### config.mk
export PLATFORM = sky130hd
export DESIGN_NAME = unary_decoder
export DESIGN_NICKNAME = d
export VERILOG_FILES = /design/src/rtl/unary_decoder.sv
export SDC_FILE = /design/constraint.sdc
export NUM_CORES = 1
export LEC_CHECK = 0
export CORE_MARGIN = 2
export CORE_UTILIZATION = 54
export CTS_CLUSTER_DIAMETER = 200
export DETAILED_ROUTE_END_ITERATION = 7
export MAX_ROUTING_LAYER = met4
export PLACE_DENSITY = 0.78
export SETUP_SLACK_MARGIN = 0.5
export SYNTH_ARGS = -nofsm -noshare
export SYNTH_HDL_FRONTEND = slang
export SYNTH_SLANG_ARGS = --single-unit
### constraint.sdc
create_clock -name iClk -period 2 [get_ports iClk]
set_clock_uncertainty 0.05 [all_clocks]
set_input_delay 0.4 -clock iClk [delete_from_list [all_inputs] [get_ports iClk]]
set_output_delay 0.4 -clock iClk [all_outputs]
set_load 0.03 [all_outputs]
### src/rtl/unary_decoder.sv
// Unary bitstream decoder: counts ones over back-to-back windows of
// 2^BITWIDTH enabled cycles and offers each window's count on a
// valid/ready output register, saturating the all-ones window to the
// largest representable value and flagging it on oSat.
module unary_decoder #(
  parameter int BITWIDTH = 8
) (
  input  logic                iClk,
  input  logic                iRst,
  input  logic                iEn,
  input  logic                iClr,
  input  logic                iBit,
  input  logic                iReady,
  output logic [BITWIDTH-1:0] oBin,
  output logic                oValid,
  output logic                oSat,
  output logic                oDrop
);

  // Window position and running count; the count needs one extra bit so a
  // window of all ones (2^BITWIDTH) is representable before saturation.
  logic [BITWIDTH-1:0] wcntReg, wcntNext;
  logic [BITWIDTH:0]   accReg, accNext;

  // Output register state.
  logic [BITWIDTH-1:0] binReg, binNext;
  logic                validReg, validNext;
  logic                satReg, satNext;
  logic                dropReg, dropNext;

  // The window phase is derived from the counter: the last slot is when
  // every counter bit is set.
  logic isLast;
  assign isLast = (wcntReg == {BITWIDTH{1'b1}});

  // Count including the bit presented in the final slot of the window.
  logic [BITWIDTH:0] result;
  assign result = accReg + {{BITWIDTH{1'b0}}, iBit};

  // A window completes on an enabled final slot unless a clear cancels it.
  logic complete;
  assign complete = iEn && isLast && !iClr;

  // Saturation: the top result bit only ever sets alone (exactly 2^BITWIDTH),
  // so OR-ing it into every lower bit yields 2^BITWIDTH-1 in that case.
  logic [BITWIDTH-1:0] satBin;
  genvar gi;
  generate
    for (gi = 0; gi < BITWIDTH; gi++) begin : gSat
      assign satBin[gi] = result[gi] | result[BITWIDTH];
    end
  endgenerate

  // Next-state: window advance, result hand-off and drop tracking.
  always_comb begin
    wcntNext  = wcntReg;
    accNext   = accReg;
    binNext   = binReg;
    validNext = validReg;
    satNext   = satReg;
    dropNext  = dropReg;

    if (iClr) begin
      // Clear discards the partial window and any pending result, but the
      // last presented value stays visible on oBin/oSat.
      wcntNext  = '0;
      accNext   = '0;
      validNext = 1'b0;
      dropNext  = 1'b0;
    end else begin
      if (iEn) begin
        if (isLast) begin
          wcntNext = '0;
          accNext  = '0;
        end else begin
          wcntNext = wcntReg + {{(BITWIDTH-1){1'b0}}, 1'b1};
          accNext  = result;
        end
      end

      if (complete) begin
        if (!validReg || iReady) begin
          // Output is free, or being consumed on this very edge.
          binNext   = satBin;
          satNext   = result[BITWIDTH];
          validNext = 1'b1;
        end else begin
          // Consumer still holds the previous result: discard the new one.
          dropNext = 1'b1;
        end
      end else if (validReg && iReady) begin
        validNext = 1'b0;
      end
    end
  end

  // State registers with synchronous reset dominating every other input.
  always_ff @(posedge iClk) begin
    if (iRst) begin
      wcntReg  <= '0;
      accReg   <= '0;
      binReg   <= '0;
      validReg <= 1'b0;
      satReg   <= 1'b0;
      dropReg  <= 1'b0;
    end else begin
      wcntReg  <= wcntNext;
      accReg   <= accNext;
      binReg   <= binNext;
      validReg <= validNext;
      satReg   <= satNext;
      dropReg  <= dropNext;
    end
  end

  assign oBin   = binReg;
  assign oValid = validReg;
  assign oSat   = satReg;
  assign oDrop  = dropReg;

endmodule

==> results.txt <==
The flow ran to the end, and the final reports show no timing, DRC or antenna violations. The total chip power is 0.9753 mW. The worst slew margin relative to its limit came out at 0.6907. The CTS sink count came out at 28. The post-synthesis average cell area is 9.013 um^2. The final count of hold timing violations came out at 0.

During placement, the flow inserted port buffers numbering 16. The length of routed met2 wiring is 2560 um. The residual overflow from global routing is 0. 17 I/O pins were placed. The cts-stage hold buffer count is 0. The routed design uses 365 um of met3 wire. The number of violations reported at the end of detailed-routing iteration 0 came out at 54. The analysis attributes to net switching a power of approximately 0.24 mW. The category of the most critical setup path is reg2reg. The synthesis-to-layout area growth came out at 48.89%. The post-route worst hold slack is 0.4395 ns. The share of power burned in combinational logic is 0.071. Of all nets on the critical path, the largest fanout is 4. The final non-filler cell area came out at 2107 um^2.

The part of the total power dissipated in the clock network came out at 0.355. For this design the ratio of total power to cell area is 462.9 nW/um^2. The routed design has roughly 5200 um of wire. Cell internal power was estimated by the tool at around 0.74 mW. The clock passes through at most 2 buffers.

In this run the critical register-to-register path is captured at oBin[5]$_SDFFE_PP0P_. The startpoint identified for the worst hold timing path is oBin[5]$_SDFFE_PP0P_. The post-synthesis async set-or-reset flop share is 0.

The max-capacitance violation count is 0. The final clock period utilization by the worst path is 0.8603. The total count of max-transition violations in the final report is 0. The number of setup violations in the final report is 0. The arrival time of the worst setup path came out at 1.93 ns. The kind of launch point of the worst setup path is a flip-flop. The total via count after detailed routing came out at 1475. The via count of the first global-routing pass was 1495.

The first-pass GRT wire length came out at 6782 um. Setup repair after global routing could not meet its margin everywhere. The dominant cell type by area after synthesis is sky130_fd_sc_hd__dfxtp_1. The setup slack after placement came out at -0.3435 ns.

The transition time at the pin with the least slew margin is 0.4623 ns. The number of nets with antenna violations after detailed routing is 0. The tree is rooted in a sky130_fd_sc_hd__clkbuf_4.

The worst hold path belongs to the class reg2reg. The worst setup path is captured at a flip-flop. The number of H-tree levels is 1. The routed length on met1 is 1867 um.

The warning count from the yosys run came out at 0. The total half-perimeter wirelength after legalization and detailed placement came out at between 2000 and 2500 um. The post-detailed-route via-to-cell ratio is 6.469. By area the synthesized netlist is led by sky130_fd_sc_hd__dfxtp_1 (40%), sky130_fd_sc_hd__a221oi_2 (7.4%), sky130_fd_sc_hd__nand3_1 (3.9%). Entering global routing, the biggest net connects 17 pins. The worst hold path passes through 2 cells.

The number of enable-type register cells in the synthesized netlist is 0. The sink of the worst hold path is oBin[5]$_SDFFE_PP0P_. The routability congestion estimate from global placement is 0.8532. For flop-to-flop paths, the worst setup slack is 0.28 ns.

The data required time of the worst path came out at 2.21 ns. The final period demand of the worst path came out at 1.721 ns. The share of total power in sequential cells is 0.574. The filler cell count came out at 131. The die area is between 3000 and 4000 um^2. The number of nets in the layout is roughly 210. The x dimension of the die came out at 55.19 um. The count of antenna diodes in the layout is 0.

The cell area that synthesis handed to floorplanning was between 1000 and 1500 um^2. The number of antenna violations at the first check in global routing is 0. In this run the critical register-to-register path is launched from accReg[0]$_SDFFE_PP0P_. The number of distinct library cells after synthesis came out at 41. The final routed DRC violation total came out at 0. TritonCTS built the clock tree. Static timing analysis puts the maximum clock frequency at 0.5812 GHz. Setup total negative slack on the finished layout was measured at 0 ns.

Of the post-synthesis cell area, the dominant cell type holds 0.3961. The detailed router used layers up to and including met4. The static power due to leakage came out at 0.7328 nW. The synthesized netlist cell count came out at roughly 160. The maximum VDD drop is around 0.00047 V. The flop and latch count out of synthesis came out at 28.

The cell count of the worst reg-to-reg path came out at 8. The clock transition at the register clock pins on the worst setup and hold paths after CTS came out at 0.17 ns. For this configuration, the core starts out at a cell density of 0.5712.

The worst-case setup margin in the final layout came out at 0.2794 ns. After detailed placement, the total cell area comes to 1705 um^2. In the final routed layout, each cell accounts on average for 22.64 um. In the synthesized netlist the dominant register cell turns out to be sky130_fd_sc_hd__dfxtp_1. The area of the placeable core came out at roughly 2500 um^2.

Of the total power, the share spent switching nets is 0.2427. The clock latency at the later pin of the worst-skew pair is 0.35 ns. The number of buffers created by CTS came out at 3. The post-synthesis sequential area ratio is 0.3961. Across every metal layer, demand over resource in global routing totals 0.3380.

From bottom edge to top edge, the die measures 55.19 um. The floorplan has 18 rows. The net count after synthesis came out at between 150 and 200. The fraction of final layout cells sized beyond drive strength 1 is 0.4899. The number of optimization iterations in the first detailed-route pass came out at 4.
[synth_stat cells, types with 3 or more instances]
cell                       count
sky130_fd_sc_hd__nand2_1      13
sky130_fd_sc_hd__xor2_1        6
sky130_fd_sc_hd__a221oi_2      7
sky130_fd_sc_hd__a21oi_1       4
sky130_fd_sc_hd__o21ai_0       9
sky130_fd_sc_hd__clkbuf_1      4
sky130_fd_sc_hd__xnor2_1       4
sky130_fd_sc_hd__dfxtp_1      28
sky130_fd_sc_hd__or2_2         3
sky130_fd_sc_hd__nor2_1       12
sky130_fd_sc_hd__nand3_1      11
sky130_fd_sc_hd__a32o_1        4
sky130_fd_sc_hd__ha_1          3
sky130_fd_sc_hd__inv_1        13
sky130_fd_sc_hd__nor3_1        5
[per-stage QoR]
stage          instances    util
3_3_place_gp         206  0.6884
4_1_cts              225  0.8076
6_report             228  0.8505
5_1_grt              228  0.8505
2_1_floorplan        157       -
3_5_place_dp         206  0.6884
[layout by cell type (no fill, tap or decap), types with 3 or more instances in the layout]
master	netlist	routed
sky130_fd_sc_hd__buf_2	2	7
sky130_fd_sc_hd__nand2_1	13	12
sky130_fd_sc_hd__nor2_1	12	9
sky130_fd_sc_hd__dfxtp_2	0	10
sky130_fd_sc_hd__buf_6	1	10
sky130_fd_sc_hd__or2_4	0	3
sky130_fd_sc_hd__clkbuf_4	0	3
sky130_fd_sc_hd__nand3_4	0	4
sky130_fd_sc_hd__a32o_1	4	4
sky130_fd_sc_hd__dfxtp_1	28	16
sky130_fd_sc_hd__nand3_1	11	6
sky130_fd_sc_hd__o21ai_0	9	4
sky130_fd_sc_hd__nor3_1	5	4
sky130_fd_sc_hd__a221oi_2	7	6
sky130_fd_sc_hd__dlygate4sd2_1	0	4
sky130_fd_sc_hd__xor2_1	6	5
sky130_fd_sc_hd__clkdlybuf4s15_2	0	3
sky130_fd_sc_hd__ha_4	0	3
sky130_fd_sc_hd__buf_4	0	17
sky130_fd_sc_hd__o21ai_2	0	3
sky130_fd_sc_hd__xnor2_1	4	4
sky130_fd_sc_hd__inv_1	13	13
[worst max path at each step]
stage / from / cells past startpoint / endpoint / slack, ns
final: accReg[0]$_SDFFE_PP0P_ / 8 / oBin[5]$_SDFFE_PP0P_ / 0.28
after global routing: accReg[0]$_SDFFE_PP0P_ / 8 / oBin[5]$_SDFFE_PP0P_ / 0.24
after CTS: accReg[3]$_SDFFE_PP0P_ / 5 / oBin[0]$_SDFFE_PP0P_ / 0.35
after detailed placement: iBit / 7 / oBin[2]$_SDFFE_PP0P_ / -0.34
after global placement: iBit / 7 / oBin[0]$_SDFFE_PP0P_ / -0.30
after floorplan: oValid$_SDFFE_PP0P_ / 4 / oBin[0]$_SDFFE_PP0P_ / 0.29
[repair_timing]
| action | CTS | global route |
|---|---|---|
| setup buffers | 14 | 3 |
| endpoints found under the setup margin | 31 | 31 |
| gates resized for setup | 67 | 45 |
| gates cloned | 1 | 0 |
| pin swaps | 21 | 14 |
[power groups by stage]
stage | clock network [mW] | logic, mW | registers [mW]
2_1_floorplan | 0 | 0.0269 | 0.573
3_3_place_gp | 0 | 0.0524 | 0.573
3_5_place_dp | 0 | 0.0543 | 0.573
4_1_cts | 0.330 | 0.0561 | 0.560
5_1_grt | 0.361 | 0.0729 | 0.560
6_report | 0.346 | 0.0689 | 0.560
[flip-flops by register name, summed over array words and instances, names as in the netlist]
| name | cells |
|---|---|
| wcntReg | 8 |
| oValid | 1 |
| accReg | 9 |
| oBin | 8 |
| oDrop | 1 |
| oSat | 1 |
[cell families after synthesis]
family | count (synthesis) | synth area share
XOR/XNOR | 10 | 0.06189
multiplexers | 1 | 0.007074
AND/OR/NAND/NOR | 59 | 0.2378
flip-flops | 28 | 0.3961
AO/OA/AOI/OAI | 35 | 0.2078
buffers and inverters | 21 | 0.06277
adder cells (fa/ha/maj) | 3 | 0.02653
[per-layer routing]
metal,GRT usage,vias to the layer above
li1,-,646
met1,0.3184,705
met2,0.5893,91
met3,0.05645,33
met4,0.2967,0
met5,-,-
[cell type report]
| type | instances | area (um^2) | area share |
|---|---|---|---|
| Sequential cell | 28 | 580.6 | 0.2755 |
| Timing Repair Buffer | 44 | 384.1 | 0.1823 |
| Tap cell | 30 | 37.54 | 0.01781 |
| Clock buffer | 4 | 47.55 | 0.02257 |
| Multi-Input combinational cell | 108 | 1005 | 0.4768 |
| Inverter | 14 | 52.55 | 0.02494 |
[critical path, cell delays in order, from the launching register on]
cell	delay (ns)
sky130_fd_sc_hd__dfxtp_2	0.39
sky130_fd_sc_hd__ha_4	0.15
sky130_fd_sc_hd__ha_4	0.18
sky130_fd_sc_hd__buf_6	0.11
sky130_fd_sc_hd__nand3_4	0.08
sky130_fd_sc_hd__o21ai_2	0.14
sky130_fd_sc_hd__nor4b_4	0.27
sky130_fd_sc_hd__buf_4	0.20
sky130_fd_sc_hd__a221oi_2	0.05
(Power assumes the default switching activity.)
